File: src/rtl/fp32_stb_multiplier_if.sv
// Operand/result stb-ack bundle between an initiator (master) and the multiplier (slave).
// Purely structural: carries two fp32 operands in and one fp32 product out.
// Each direction is qualified by its own strobe and acknowledged by the opposite side.
interface fp32_stb_multiplier_if;
  logic [31:0] input_a;
  logic        input_a_stb;
  logic        input_a_ack;
  logic [31:0] input_b;
  logic        input_b_stb;
  logic        input_b_ack;
  logic [31:0] output_z;
  logic        output_z_stb;
  logic        output_z_ack;

  modport master (
    output input_a, input_a_stb, input_b, input_b_stb, output_z_ack,
    input  input_a_ack, input_b_ack, output_z, output_z_stb
  );

  modport slave (
    input  input_a, input_a_stb, input_b, input_b_stb, output_z_ack,
    output input_a_ack, input_b_ack, output_z, output_z_stb
  );
endinterface

File: src/rtl/fp32_stb_multiplier.sv
// Sequential fp32 multiplier (flush-to-zero, round-to-nearest-even) behind an stb/ack handshake.
// Latency from B capture to output_z_stb: 29 edges normal path, 3 edges for special/zero operands.
// Backpressure: output_z/output_z_stb hold indefinitely until output_z_ack; no operand acked meanwhile.
module fp32_stb_multiplier #(
  parameter int          MULT_STEPS = 24,
  parameter logic [31:0] QNAN       = 32'h7FC00000
) (
  input logic                  in_clk,
  input logic                  in_reset,
  fp32_stb_multiplier_if.slave bus
);

  typedef enum logic [3:0] {
    GET_A, GET_B, UNPACK, SPECIAL, MULT, NORMALISE, ROUND, PACK, PUT_Z
  } state_t;

  state_t             r_state;
  logic [31:0]        r_a, r_b, r_z;
  logic               r_a_ack, r_b_ack, r_z_stb;
  logic               r_sa, r_sb, r_sign;
  logic [7:0]         r_ea, r_eb;
  logic [23:0]        r_ma, r_mb, r_mant;
  logic signed [9:0]  r_exp;
  logic [47:0]        r_prod;
  logic [4:0]         r_cnt;
  logic               r_g, r_r, r_s;

  // Operand classification; mantissas already carry the hidden bit (or are zero when flushed).
  logic w_a_nan, w_b_nan, w_a_inf, w_b_inf, w_a_zero, w_b_zero;
  assign w_a_nan  = (r_ea == 8'hFF) && (r_ma[22:0] != 23'd0);
  assign w_b_nan  = (r_eb == 8'hFF) && (r_mb[22:0] != 23'd0);
  assign w_a_inf  = (r_ea == 8'hFF) && (r_ma[22:0] == 23'd0);
  assign w_b_inf  = (r_eb == 8'hFF) && (r_mb[22:0] == 23'd0);
  assign w_a_zero = (r_ea == 8'd0);
  assign w_b_zero = (r_eb == 8'd0);

  // One shift-add partial product per MULT cycle, selected by the current multiplier bit.
  logic [47:0] w_addend;
  assign w_addend = r_mb[r_cnt] ? ({24'd0, r_ma} << r_cnt) : 48'd0;

  // Round-to-nearest-even decision and the incremented mantissa with its carry-out.
  logic        w_round_up;
  logic [24:0] w_rnd_sum;
  assign w_round_up = r_g & (r_r | r_s | r_mant[0]);
  assign w_rnd_sum  = {1'b0, r_mant} + 25'd1;

  assign bus.input_a_ack  = r_a_ack;
  assign bus.input_b_ack  = r_b_ack;
  assign bus.output_z     = r_z;
  assign bus.output_z_stb = r_z_stb;

  // Control FSM and datapath; all handshake outputs are registered here.
  always_ff @(posedge in_clk or negedge in_reset) begin
    if (!in_reset) begin
      r_state <= GET_A;
      r_a     <= '0;
      r_b     <= '0;
      r_z     <= '0;
      r_a_ack <= 1'b0;
      r_b_ack <= 1'b0;
      r_z_stb <= 1'b0;
      r_sa    <= 1'b0;
      r_sb    <= 1'b0;
      r_sign  <= 1'b0;
      r_ea    <= '0;
      r_eb    <= '0;
      r_ma    <= '0;
      r_mb    <= '0;
      r_mant  <= '0;
      r_exp   <= '0;
      r_prod  <= '0;
      r_cnt   <= '0;
      r_g     <= 1'b0;
      r_r     <= 1'b0;
      r_s     <= 1'b0;
    end else begin
      case (r_state)
        GET_A: begin
          // First edge after reset only raises the ack; capture needs the ack already visible.
          if (!r_a_ack) begin
            r_a_ack <= 1'b1;
          end else if (bus.input_a_stb) begin
            r_a     <= bus.input_a;
            r_a_ack <= 1'b0;
            r_b_ack <= 1'b1;
            r_state <= GET_B;
          end
        end
        GET_B: begin
          if (bus.input_b_stb) begin
            r_b     <= bus.input_b;
            r_b_ack <= 1'b0;
            r_state <= UNPACK;
          end
        end
        UNPACK: begin
          r_sa    <= r_a[31];
          r_sb    <= r_b[31];
          r_ea    <= r_a[30:23];
          r_eb    <= r_b[30:23];
          r_ma    <= (r_a[30:23] == 8'd0) ? 24'd0 : {1'b1, r_a[22:0]};
          r_mb    <= (r_b[30:23] == 8'd0) ? 24'd0 : {1'b1, r_b[22:0]};
          r_state <= SPECIAL;
        end
        SPECIAL: begin
          r_sign <= r_sa ^ r_sb;
          if (w_a_nan || w_b_nan || (w_a_inf && w_b_zero) || (w_a_zero && w_b_inf)) begin
            r_z     <= QNAN;
            r_state <= PUT_Z;
          end else if (w_a_inf || w_b_inf) begin
            r_z     <= {r_sa ^ r_sb, 31'h7F800000};
            r_state <= PUT_Z;
          end else if (w_a_zero || w_b_zero) begin
            r_z     <= {r_sa ^ r_sb, 31'd0};
            r_state <= PUT_Z;
          end else begin
            r_exp   <= $signed({2'b00, r_ea}) + $signed({2'b00, r_eb}) - 10'sd127;
            r_prod  <= '0;
            r_cnt   <= '0;
            r_state <= MULT;
          end
        end
        MULT: begin
          r_prod <= r_prod + w_addend;
          r_cnt  <= r_cnt + 5'd1;
          if (r_cnt == 5'(MULT_STEPS - 1)) r_state <= NORMALISE;
        end
        NORMALISE: begin
          if (r_prod[47]) begin
            r_mant <= r_prod[47:24];
            r_g    <= r_prod[23];
            r_r    <= r_prod[22];
            r_s    <= |r_prod[21:0];
            r_exp  <= r_exp + 10'sd1;
          end else begin
            r_mant <= r_prod[46:23];
            r_g    <= r_prod[22];
            r_r    <= r_prod[21];
            r_s    <= |r_prod[20:0];
          end
          r_state <= ROUND;
        end
        ROUND: begin
          if (w_round_up) begin
            if (w_rnd_sum[24]) begin
              r_mant <= w_rnd_sum[24:1];
              r_exp  <= r_exp + 10'sd1;
            end else begin
              r_mant <= w_rnd_sum[23:0];
            end
          end
          r_state <= PACK;
        end
        PACK: begin
          if (r_exp >= 10'sd255)    r_z <= {r_sign, 31'h7F800000};
          else if (r_exp <= 10'sd0) r_z <= {r_sign, 31'd0};
          else                      r_z <= {r_sign, r_exp[7:0], r_mant[22:0]};
          r_z_stb <= 1'b1;
          r_state <= PUT_Z;
        end
        PUT_Z: begin
          // Special results arrive with the strobe low and raise it one edge later.
          if (!r_z_stb) begin
            r_z_stb <= 1'b1;
          end else if (bus.output_z_ack) begin
            r_z_stb <= 1'b0;
            r_a_ack <= 1'b1;
            r_state <= GET_A;
          end
        end
        default: r_state <= GET_A;
      endcase
    end
  end

endmodule

File: src/flat_wrapper.sv
// flat-port wrapper written by rule: the top's interface ports become plain ports
module fp32_stb_multiplier_flat 
#(
  parameter int          MULT_STEPS = 24,
  parameter logic [31:0] QNAN       = 32'h7FC00000
)
  (in_clk, in_reset, bus_input_a, bus_input_a_stb, bus_input_b, bus_input_b_stb, bus_output_z_ack, bus_input_a_ack, bus_input_b_ack, bus_output_z, bus_output_z_stb);
  fp32_stb_multiplier_if bus_i ();
  input logic in_clk;
  input logic in_reset;
  input wire logic [$bits(bus_i.input_a)-1:0] bus_input_a;
  input wire logic [$bits(bus_i.input_a_stb)-1:0] bus_input_a_stb;
  input wire logic [$bits(bus_i.input_b)-1:0] bus_input_b;
  input wire logic [$bits(bus_i.input_b_stb)-1:0] bus_input_b_stb;
  input wire logic [$bits(bus_i.output_z_ack)-1:0] bus_output_z_ack;
  output wire logic [$bits(bus_i.input_a_ack)-1:0] bus_input_a_ack;
  output wire logic [$bits(bus_i.input_b_ack)-1:0] bus_input_b_ack;
  output wire logic [$bits(bus_i.output_z)-1:0] bus_output_z;
  output wire logic [$bits(bus_i.output_z_stb)-1:0] bus_output_z_stb;
  assign bus_i.input_a = bus_input_a;
  assign bus_i.input_a_stb = bus_input_a_stb;
  assign bus_i.input_b = bus_input_b;
  assign bus_i.input_b_stb = bus_input_b_stb;
  assign bus_i.output_z_ack = bus_output_z_ack;
  assign bus_input_a_ack = bus_i.input_a_ack;
  assign bus_input_b_ack = bus_i.input_b_ack;
  assign bus_output_z = bus_i.output_z;
  assign bus_output_z_stb = bus_i.output_z_stb;
  fp32_stb_multiplier #(.MULT_STEPS(MULT_STEPS), .QNAN(QNAN)) u_core (.in_clk(in_clk), .in_reset(in_reset), .bus(bus_i));
endmodule
File: config.mk
export PLATFORM = sky130hd
export DESIGN_NAME = fp32_stb_multiplier_flat
export DESIGN_NICKNAME = d
export VERILOG_FILES = /design/src/rtl/fp32_stb_multiplier_if.sv /design/src/rtl/fp32_stb_multiplier.sv /design/src/flat_wrapper.sv
export SDC_FILE = /design/constraint.sdc
export NUM_CORES = 1
export LEC_CHECK = 0
export BUFFER_PORTS_ARGS = -buffer_cell sky130_fd_sc_hd__buf_4
export CORE_ASPECT_RATIO = 1.75
export CORE_MARGIN = 5
export CORE_UTILIZATION = 63
export CTS_BUF_LIST = sky130_fd_sc_hd__clkbuf_8
export CTS_CLUSTER_DIAMETER = 80
export DETAILED_ROUTE_END_ITERATION = 10
export GPL_TIMING_DRIVEN = 1
export PLACE_DENSITY = 0.82
export SYNTH_ARGS = -nofsm -noshare
export SYNTH_HDL_FRONTEND = slang
export SYNTH_SLANG_ARGS = --single-unit
File: constraint.sdc
create_clock -name in_clk -period 5.7 [get_ports in_clk]
set_clock_uncertainty 0.1 [all_clocks]
set_input_delay 0.285 -clock in_clk [delete_from_list [all_inputs] [get_ports in_clk]]
set_output_delay 0.285 -clock in_clk [all_outputs]
set_load 0.02 [all_outputs]
# Yosys cells after proc, flatten, opt, wreduce, memory -nomap -nowiden

Index checks and enable logic that the tools add are counted.

$add $sub $neg: 6
$mul: 0
Div/mod/pow operators: 0
Order comparisons: 3
Eq/ne operators: 24
Shift-type cells: 1
Mux-type cells: 55
Bitwise operators: 4
Reduce and logical (&&, ||, !) cells: 38

Operators with widths:

| cell                                                  | count |
|---|---|
| 2-to-1 mux 48 bit                                     | 4 |
| 2-to-1 mux 24 bit                                     | 5 |
| 2-to-1 mux 32 bit                                     | 3 |
| case mux 48 bit (2 select lines)                      | 1 |
| case mux 32 bit (2 select lines)                      | 1 |
| 2-to-1 mux 31 bit                                     | 2 |
| 2-to-1 mux 10 bit                                     | 6 |
| adder 48 bit                                          | 1 |
| case mux 24 bit (2 select lines)                      | 1 |
| left shift 24 x 5 -> 48 bit                           | 1 |
| logical NOT 23 bit                                    | 2 |
| nonzero test 23 bit                                   | 2 |
| 2-to-1 mux 4 bit                                      | 9 |
| case mux 4 bit (9 select lines)                       | 1 |
| logical NOT 8 bit                                     | 4 |
| case mux 10 bit (3 select lines)                      | 1 |
| adder 24 x 1 -> 25 bit, second input constant         | 1 |
| OR reduction 22 bit                                   | 1 |
| OR reduction 21 bit                                   | 1 |
| equality test 4 x 3 -> 1 bit, second input constant   | 4 |
| equality test 8 bit, second input constant            | 2 |
| 2-to-1 mux 5 bit                                      | 3 |
| 2-to-1 mux 1 bit                                      | 13 |
| inequality test 2 x 1 -> 1 bit, second input constant | 6 |
| 29 further kinds                                      | 56 |

Flip-flop bits (word level): 260
Latch bits: 0
Memory bits (writable): 0
ROM bits: 0
Word-level logic and storage cells: 152
Memories kept: 0

# Logic depth before layout (Yosys ltp)

Gate-level depths: netlist (run 1).

Word-level depth: 7
Depth in mapped cells: 23
Mapped depth without buffers: 21

# Worst setup path after synthesis (run 1)

OpenSTA, ideal clock, no wires.

Path type: flip-flop to flip-flop
Start: reg u_core.r_cnt[1]
End: reg u_core.r_prod[44]
Library setup time: 0.129 ns
Arrival time: 4.496 ns
Slack: 0.975 ns
Stages on the path, launching flop included: 19
Path buffers: 3
Clock period less this slack: 4.725 ns
Cells stage by stage: dfrtp_1 buf_2 mux4_2 mux4_2 nand2_1 and2_1 clkbuf_1 clkbuf_1 nor2_1 ha_1 and4_1 nand3_1 or4_4 a21oi_4 a31oi_2 a31o_4 o41ai_4 xnor2_1 o21ai_1

Longest elaborated chain between the ends: 5
Elaborated cells on any way between the ends: 6
Those cells by class: add/sub: 1; shift: 1; mux: 4

Ends and longest elaborated chain:

| element                                | line                       | RTL |
|---|---|---|
| from (decl)                            | fp32_stb_multiplier.sv:25  | `logic [4:0] r_cnt;` |
| from (signal assigned)                 | fp32_stb_multiplier.sv:125 | `r_cnt <= r_cnt + 5'd1;` |
| binary-select mux 1 bit (select 5 bit) | fp32_stb_multiplier.sv:39  | `assign w_addend = r_mb[r_cnt] ? ({24'd0, r_ma} << r_cnt) : 48'd0;` |
| 2-to-1 mux 1 bit (not written as such) | fp32_stb_multiplier.sv:39  |  |
| 2-to-1 mux 48 bit *                    | fp32_stb_multiplier.sv:39  |  |
| adder 48 bit *                         | fp32_stb_multiplier.sv:124 | `r_prod <= r_prod + w_addend;` |
| case mux 48 bit (2 select lines) *     | fp32_stb_multiplier.sv:77  | `case (r_state)` |
| to (signal assigned)                   | fp32_stb_multiplier.sv:124 |  |
| to (decl)                              | fp32_stb_multiplier.sv:24  | `logic [47:0] r_prod;` |

Mark *: on every way between the ends. The rest lies on a longest branch, timed or not. The select of a mux whose other input is x is not followed.
A chain may end at the register's enable or synchronous reset.

# Worst setup path after layout (run 1)

Start: reg u_core.r_cnt[1]
End: reg u_core.r_prod[47]

Same word-level chain as after synthesis.

==> results of run 1 <==
## placed cells by master (no fill, tap or decap), types with 8 or more instances in the layout
| master | Yosys | layout |
|---|---|---|
| a211oi_1 | 16 | 16 |
| a21o_1 | 31 | 31 |
| a21oi_1 | 125 | 123 |
| a22o_1 | 70 | 70 |
| a31oi_1 | 19 | 19 |
| and2_1 | 13 | 13 |
| and3_1 | 11 | 11 |
| buf_4 | 0 | 122 |
| clkbuf_8 | 0 | 43 |
| clkinv_2 | 0 | 8 |
| dfrtp_1 | 260 | 260 |
| dlygate4sd3_1 | 0 | 66 |
| ha_1 | 60 | 60 |
| inv_1 | 29 | 41 |
| mux2_2 | 104 | 104 |
| mux2i_1 | 42 | 42 |
| mux4_2 | 15 | 15 |
| nand2_1 | 168 | 166 |
| nand2b_1 | 11 | 11 |
| nand3_1 | 33 | 33 |
| nand4_1 | 19 | 19 |
| nor2_1 | 139 | 138 |
| nor2b_1 | 16 | 16 |
| nor3_1 | 24 | 24 |
| nor4_1 | 31 | 30 |
| o21a_1 | 10 | 10 |
| o21ai_0 | 109 | 109 |
| o21ai_1 | 8 | 8 |
| o21bai_1 | 8 | 8 |
| o22a_1 | 15 | 15 |
| o22ai_1 | 24 | 24 |
| o32a_1 | 8 | 8 |
| xnor2_1 | 38 | 38 |
| xor2_1 | 24 | 24 |
## cell families (layout without fill, tap and decap cells)
logic type,Yosys count,in the layout,synth area share (%)
fa+ha+maj,62,62,5.00
buf+inv,136,288,3.26
xor+xnor,62,62,3.43
mux,161,161,12.2
simple gates,492,492,14.4
flops,260,260,41.1
compound gates,492,492,20.6
## critical path: stages, from the launching register on
cell	delay [ns]
dfrtp_1	0.58
buf_4	0.40
mux4_2	0.56
mux2i_1	0.32
nand2_1	0.08
o21ai_0	0.22
o22a_1	0.27
nor2_1	0.07
ha_1	0.36
a21oi_1	0.25
o21ai_0	0.14
a21oi_1	0.40
nand4_1	0.14
nand2_1	0.11
o21ai_1	0.14
a31oi_1	0.39
o211ai_1	0.19
a41oi_1	0.27
mux2i_1	0.21
## synth_stat cells (16+ instances only)
cell,count
nor3_1,24
xor2_1,24
mux2i_1,42
clkbuf_1,95
a31oi_1,19
a211oi_1,16
nor2_1,139
inv_1,29
ha_1,60
o22ai_1,24
nand2_1,168
a22o_1,70
o21ai_0,109
nor2b_1,16
nor4_1,31
dfrtp_1,260
nand3_1,33
a21o_1,31
nand4_1,19
a21oi_1,125
xnor2_1,38
mux2_2,104
## layout make-up
type | instances | share of cell area (%)
Clock buffer | 43 | 3.25
Clock inverter | 24 | 0.804
Inverter | 30 | 0.618
Multi-Input combinational cell | 1269 | 48.5
Sequential cell | 260 | 35.7
Tap cell | 312 | 2.14
Timing Repair Buffer | 191 | 8.96
## worst max-delay path by stage
stage / to / slack (ns) / cells after the start
CTS: u_core.r_prod[47] / 0.51 / 18
global placement: u_core.r_prod[47] / 0.61 / 18
floorplan: u_core.r_prod[44] / 0.98 / 18
finish: u_core.r_prod[47] / 0.40 / 18
global route: u_core.r_prod[47] / 0.12 / 17
detailed placement: u_core.r_prod[47] / 0.56 / 18
## sequential cells by signal, summed over array words and instances, names as in the netlist, 4 cells and up
register / count
u_core.r_ma: 24
u_core.r_ea: 8
u_core.bus.output_z: 32
u_core.r_prod: 48
u_core.r_a: 32
u_core.r_state: 4
u_core.r_exp: 10
u_core.r_eb: 8
u_core.r_mb: 24
u_core.r_mant: 24
u_core.r_cnt: 5
u_core.r_b: 32
## metal layers
layer  part of all wire [%]  up-vias
met5                      0        -
met2                     53      565
met3                    5.1      178
met1                     35     6782
li1                       -     6390
met4                    6.8        0
## stage by stage
stage | setup WS (ns) | std cells | cell area, µm² | hold slack (ns) | total power, mW
3_3_place_gp | 0.611 | 1996 | 16800 | 0.344 | 7.45
5_1_grt | 0.124 | 2129 | 18200 | 0.0660 | 9.87
3_5_place_dp | 0.564 | 1996 | 16800 | 0.352 | 7.59
6_report | 0.400 | 2129 | 18200 | 0.0463 | 9.33
2_1_floorplan | 0.975 | 1665 | 15800 | -0.111 | 6.36
4_1_cts | 0.506 | 2129 | 18200 | 0.0352 | 9.15
## power groups by stage
stage	sequential, mW	clock (mW)	combinational, mW
detailed placement	3.24	0	4.36
finish	3.29	1.51	4.53
floorplan	3.00	0	3.37
global route	3.35	1.59	4.93
CTS	3.21	1.51	4.43
global placement	3.20	0	4.26
==> results.txt, run 1 <==
Pint: 5.27 mW
Clock power frac: 16.2%
Ys Warns: 0
Status: finished, final reports clean
Register area share after synthesis: 41.1%
Gate Count Post-Synth: 1665
H-Tree Level Count: 2
Synthesized Nets: 1796
Layout cells sized above 1: 17.7%
Detailed Route WL: 46500 µm
Starting Density: 64.0%
Register area: 0.00651 mm²
Worst-Margin Slew: 1.28 ns
Met1 Usage GRT: 35.5%
GRT overflow: 0
Number of gates resized after CTS: 0
Clk root buf: clkbuf_8
EDFF count, synth: 0
Total CTS buffers: 38
DR WL/cell: 21.8 µm
First-pass GRT wire length: 74100 µm
Worst Setup SP: u_core.r_cnt[1]
Sw Ratio: 43.6%
Pwr dens: 512 mW/mm²
RSZ-0062 raised after global routing: false
Reg2reg start: u_core.r_cnt[1]
Vias post-DR: 13900
Postcts setup bufs: 0
Crit path DAT: 5.70 ns
Syn_area_per_cell: 9.50 µm²
Critical path peak fanout: 32
Final hold vios: 0
Worst Setup Start Kind: flop
Fin nets: 1921
Synth area leaders: dfrtp_1 (41%), mux2_2 (7.4%), ha_1 (4.7%)
# IOs: 104
Area growth, synth to finish: 15.1%
Row count: 76
Die Wd: 130 µm
Max IR drop VDD: 376 µV
Hold Path Class: input port to flop
Met2 usage in global routing: 60.2%
Synth unique cells: 71
Crit. End Element: flop
Die ar.: 0.0285 mm²
Count of pins over their slew limit: 0
CTS tree: yes
Post-synth top area share: 41.1%
Most Crowded Layer GR: met2
Die span in y: 220 µm
Worst hold stages: 4
Iter 0 DRT Violations: 1053
Setup TNS: 0 ns
Final Cycle Share: 93.0%
#FFs+latches synth: 260
Detail Route Antenna Nets: 0
Ys async rst share: 100%
Switching Power: 4.07 mW
Multi-input gate area: 0.00883 mm²
Largest net degree at the start of global routing: 142
Total GRT Usage: 32.8%
R2r worst-path depth: 18
Reg-to-reg slack, setup: 0.40 ns
Max Buffers Root-to-Sink: 3
Vias in the first global route: 14200
P_leak: 7.96 nW
ANT cells: 0
Reg power frac: 35.3%
Crit Path Category: flop to flop
Leading area contributor after synthesis: dfrtp_1
Via/cell ratio: 6.54
Max cap viols: 0
GRT met3 Usage: 4.37%
Final min period: 5.30 ns
Worst R2R End: u_core.r_prod[47]
Relative slew slack: 14.7%
Synthesized area: 0.0158 mm²
Fillers: 1729
First drt pass iteration count: 6
CTS Hold Buffers Added: 66
Setup violators final: 0
Fmax: 189 MHz
Clk_lat worst skew: 0.58 ns
Hold EP: u_core.r_state[3]
Placed wire-length estimate: 31600 µm
Critical Path RT: 6.10 ns
Initial antenna violation count: 0
Dominant synthesized flop cell: dfrtp_1
RD Place Congestion: 0.985
Gate power share: 48.5%
# DRC: 0
Area of the core: 0.0247 mm²
Input/output buffers: 103
Clock Sinks: 260
Clk slew on worst S/H paths: 0.07 ns
Post-layout util: 73.6%
Hold_sp: bus_output_z_ack
(Power assumes the default switching activity.)
==> inputs of run 2 (changes only) <==
Settings changed: PLACE_DENSITY 0.82 to unset, PLACE_DENSITY_LB_ADDON set to 0.12.
==> run 2 against run 1 <==
Sequential power about the same. Die area unchanged. Clock power increased by 7%. Maximum frequency increased by 1.9%. Routed wire length increased by 1.7%. Sequential cell count unchanged. Worst setup slack improved by 0.10 ns. Critical path depth unchanged. Utilization increased by 0.36 points. Sequential share of layout area decreased by 0.18 points. Largest power group unchanged. Clock-buffer cell count increased by 8. Via count increased by 0.34%.
==> results.txt, run 2 (same netlist as run 1, synthesis figures left out) <==
Status: finished, final reports clean
RD Place Congestion: 0.991 (+0.62%)
ANT cells: 0 (unchanged)
Count of pins over their slew limit: 0 (unchanged)
Commonest non-fill, non-tap cell in the layout: dfrtp_1
Most frequent cells in the layout: dfrtp_1 (260), nand2_1 (166), nor2_1 (138), buf_4 (125), a21oi_1 (123)
Detailed Route WL: 47300 µm (+1.7%)
Final hold vios: 0 (unchanged)
Largest net degree at the start of global routing: 151 (+6.3%)
Switching Power: 4.10 mW (+0.74%)
Max FFs per register: 48 (unchanged)
Clock power frac: 17.1% (+0.9 points)
Die span in y: 220 µm (unchanged)
Row count: 76 (unchanged)
P_leak: 8.01 nW (+0.57%)
Crit. End Element: flop
Clk root buf: clkbuf_8
Area growth, synth to finish: 15.6%
Fmax: 192 MHz (+1.9%)
Critical Path RT: 6.09 ns (about the same)
GRT overflow: 0 (unchanged)
Reg power frac: 34.7% (-0.6 points)
Max IR drop VDD: 404 µV (+7.5%)
Relative slew slack: 14.7% (about the same)
Post-route setup slack: 0.502 ns (+0.101 ns)
Fillers: 1760 (+1.8%)
First-pass GRT wire length: 75900 µm (+2.4%)
Vias in the first global route: 14100 (-0.25%)
Total CTS buffers: 40 (+5.3%)
Top reg by flops: u_core.r_prod
H-Tree Level Count: 2 (unchanged)
Worst Setup Start Kind: flop
Pint: 5.38 mW (+2.2%)
Setup TNS: 0 ns (unchanged)
Die Wd: 130 µm (unchanged)
Multi-input gate area: 0.00882 mm² (about the same)
Input/output buffers: 103 (unchanged)
Hold WS: 0.159 ns (+0.113 ns)
Layout cells sized above 1: 17.9% (+0.19 points)
CTS tree: yes
Postcts setup bufs: 0 (unchanged)
Pwr dens: 518 mW/mm² (+1.1%)
Iter 0 DRT Violations: 1261 (+20%)
Sw Ratio: 43.2% (-0.36 points)
# DRC: 0 (unchanged)
Total GRT Usage: 33.7% (+0.94 points)
First drt pass iteration count: 6 (unchanged)
Critical path peak fanout: 34 (+6.3%)
Hold Path Class: input port to flop
Max Buffers Root-to-Sink: 3 (unchanged)
Clk slew on worst S/H paths: 0.07 ns (about the same)
Clock Sinks: 260 (unchanged)
Fin nets: 1927 (+0.31%)
RSZ-0062 raised after global routing: false
Initial antenna violation count: 0 (unchanged)
Final Cycle Share: 91.2% (-1.8 points)
Placement Setup Slack: 0.588 ns (+0.0239 ns)
Max cap viols: 0 (unchanged)
Placed wire-length estimate: 31700 µm (+0.28%)
Crit path DAT: 5.59 ns (-0.11 ns)
Register area: 0.00651 mm² (unchanged)
Crit Path Category: flop to flop
Worst-Margin Slew: 1.28 ns (+0.0000698 ns)
Clk_lat worst skew: 0.57 ns (about the same)
Pwr Total: 9.48 mW (+1.6%)
Die ar.: 0.0285 mm² (unchanged)
Area of the core: 0.0247 mm² (unchanged)
Vias post-DR: 14000 (+0.34%)
Gate power share: 48.3% (-0.2 points)
Post-layout util: 74.0% (+0.36 points)
Via/cell ratio: 6.55 (+0.20%)
# IOs: 104 (unchanged)
Detail Route Antenna Nets: 0 (unchanged)
Setup violators final: 0 (unchanged)
Final min period: 5.20 ns (-0.101 ns)
DR WL/cell: 22.2 µm (+1.6%)
Starting Density: 64.0% (unchanged)
-- run 2: cell count changes in the layout (fill, tap and decap cells not counted), sizes merged --
cell	previous run	this run
clkinvlp	2	0
clkinv	9	4
dlygate4sd3	66	67
clkbuf	43	51
inv	42	40
buf	125	128
-- run 2: through the flow --
stage | instance area [µm²] | std cells
after global routing | 18300 | 2132
after global placement | 16800 | 1999
final | 18300 | 2132
after floorplan | 15800 | 1665
after CTS | 18300 | 2132
after detailed placement | 16800 | 1999
-- run 2: layout make-up --
class	count	area share (%)
clock inverter	15	0.540
multi-input combinational	1269	48.2
clock buffer	51	3.84
inverter	30	0.615
sequential	260	35.6
tap	312	2.13
timing repair buffer	195	9.09
-- run 2: power by group through the flow --
stage          combinational [mW]  clock (mW)  sequential, mW
2_1_floorplan                3.37           0            3.00
3_3_place_gp                 4.29           0            3.20
3_5_place_dp                 4.39           0            3.23
4_1_cts                      4.46        1.63            3.21
5_1_grt                      4.99        1.72            3.35
6_report                     4.57        1.62            3.28
-- run 2: metal layers --
layer / up-vias / wire length, µm / share of wire [%] / track usage [%]
li1: 6390 / - / - / -
met1: 6834 / 17500 / 37 / 38.9
met2: 570 / 24800 / 52 / 60.0
met3: 169 / 2190 / 4.6 / 4.49
met4: 0 / 2770 / 5.9 / 17.8
met5: - / 0 / 0 / 0
-- run 2: worst max-delay path: stages, from the launching register on --
cell and delay, ns:
dfrtp_1 0.49, buf_4 0.39, mux4_2 0.55, mux2i_1 0.26
or2_2 0.24, and2_1 0.30, buf_4 0.22, nor2_1 0.06
ha_1 0.33, a21oi_1 0.23, o21ai_0 0.13, a21oi_1 0.37
nand4_1 0.14, nand2_1 0.11, o21ai_1 0.14, a31oi_1 0.40
o211ai_1 0.19, a41oi_1 0.27, mux2i_1 0.21
-- run 2: worst paths after layout --
| check | to | start | slack [ns] | cells after the start |
|---|---|---|---|---|
| hold reg to reg | u_core.r_g | u_core.r_g | 0.38 | 2 |
| setup reg to reg | u_core.r_prod[47] | u_core.r_cnt[1] | 0.50 | 18 |
| hold / removal | u_core.r_state[1] | bus_input_a_stb | 0.16 | 5 |
| min in group asynchronous | u_core.bus.output_z[12] | in_reset | 0.30 | 2 |
| max in group asynchronous | u_core.r_ma[10] | in_reset | 3.86 | 3 |
| setup / recovery | u_core.r_prod[47] | u_core.r_cnt[1] | 0.50 | 18 |
-- run 2: what timing repair did --
item / in CTS / in global routing
gates resized for setup: 0 / 0
endpoints found under the hold margin: 176 / 0
hold buffers: 67 / 0
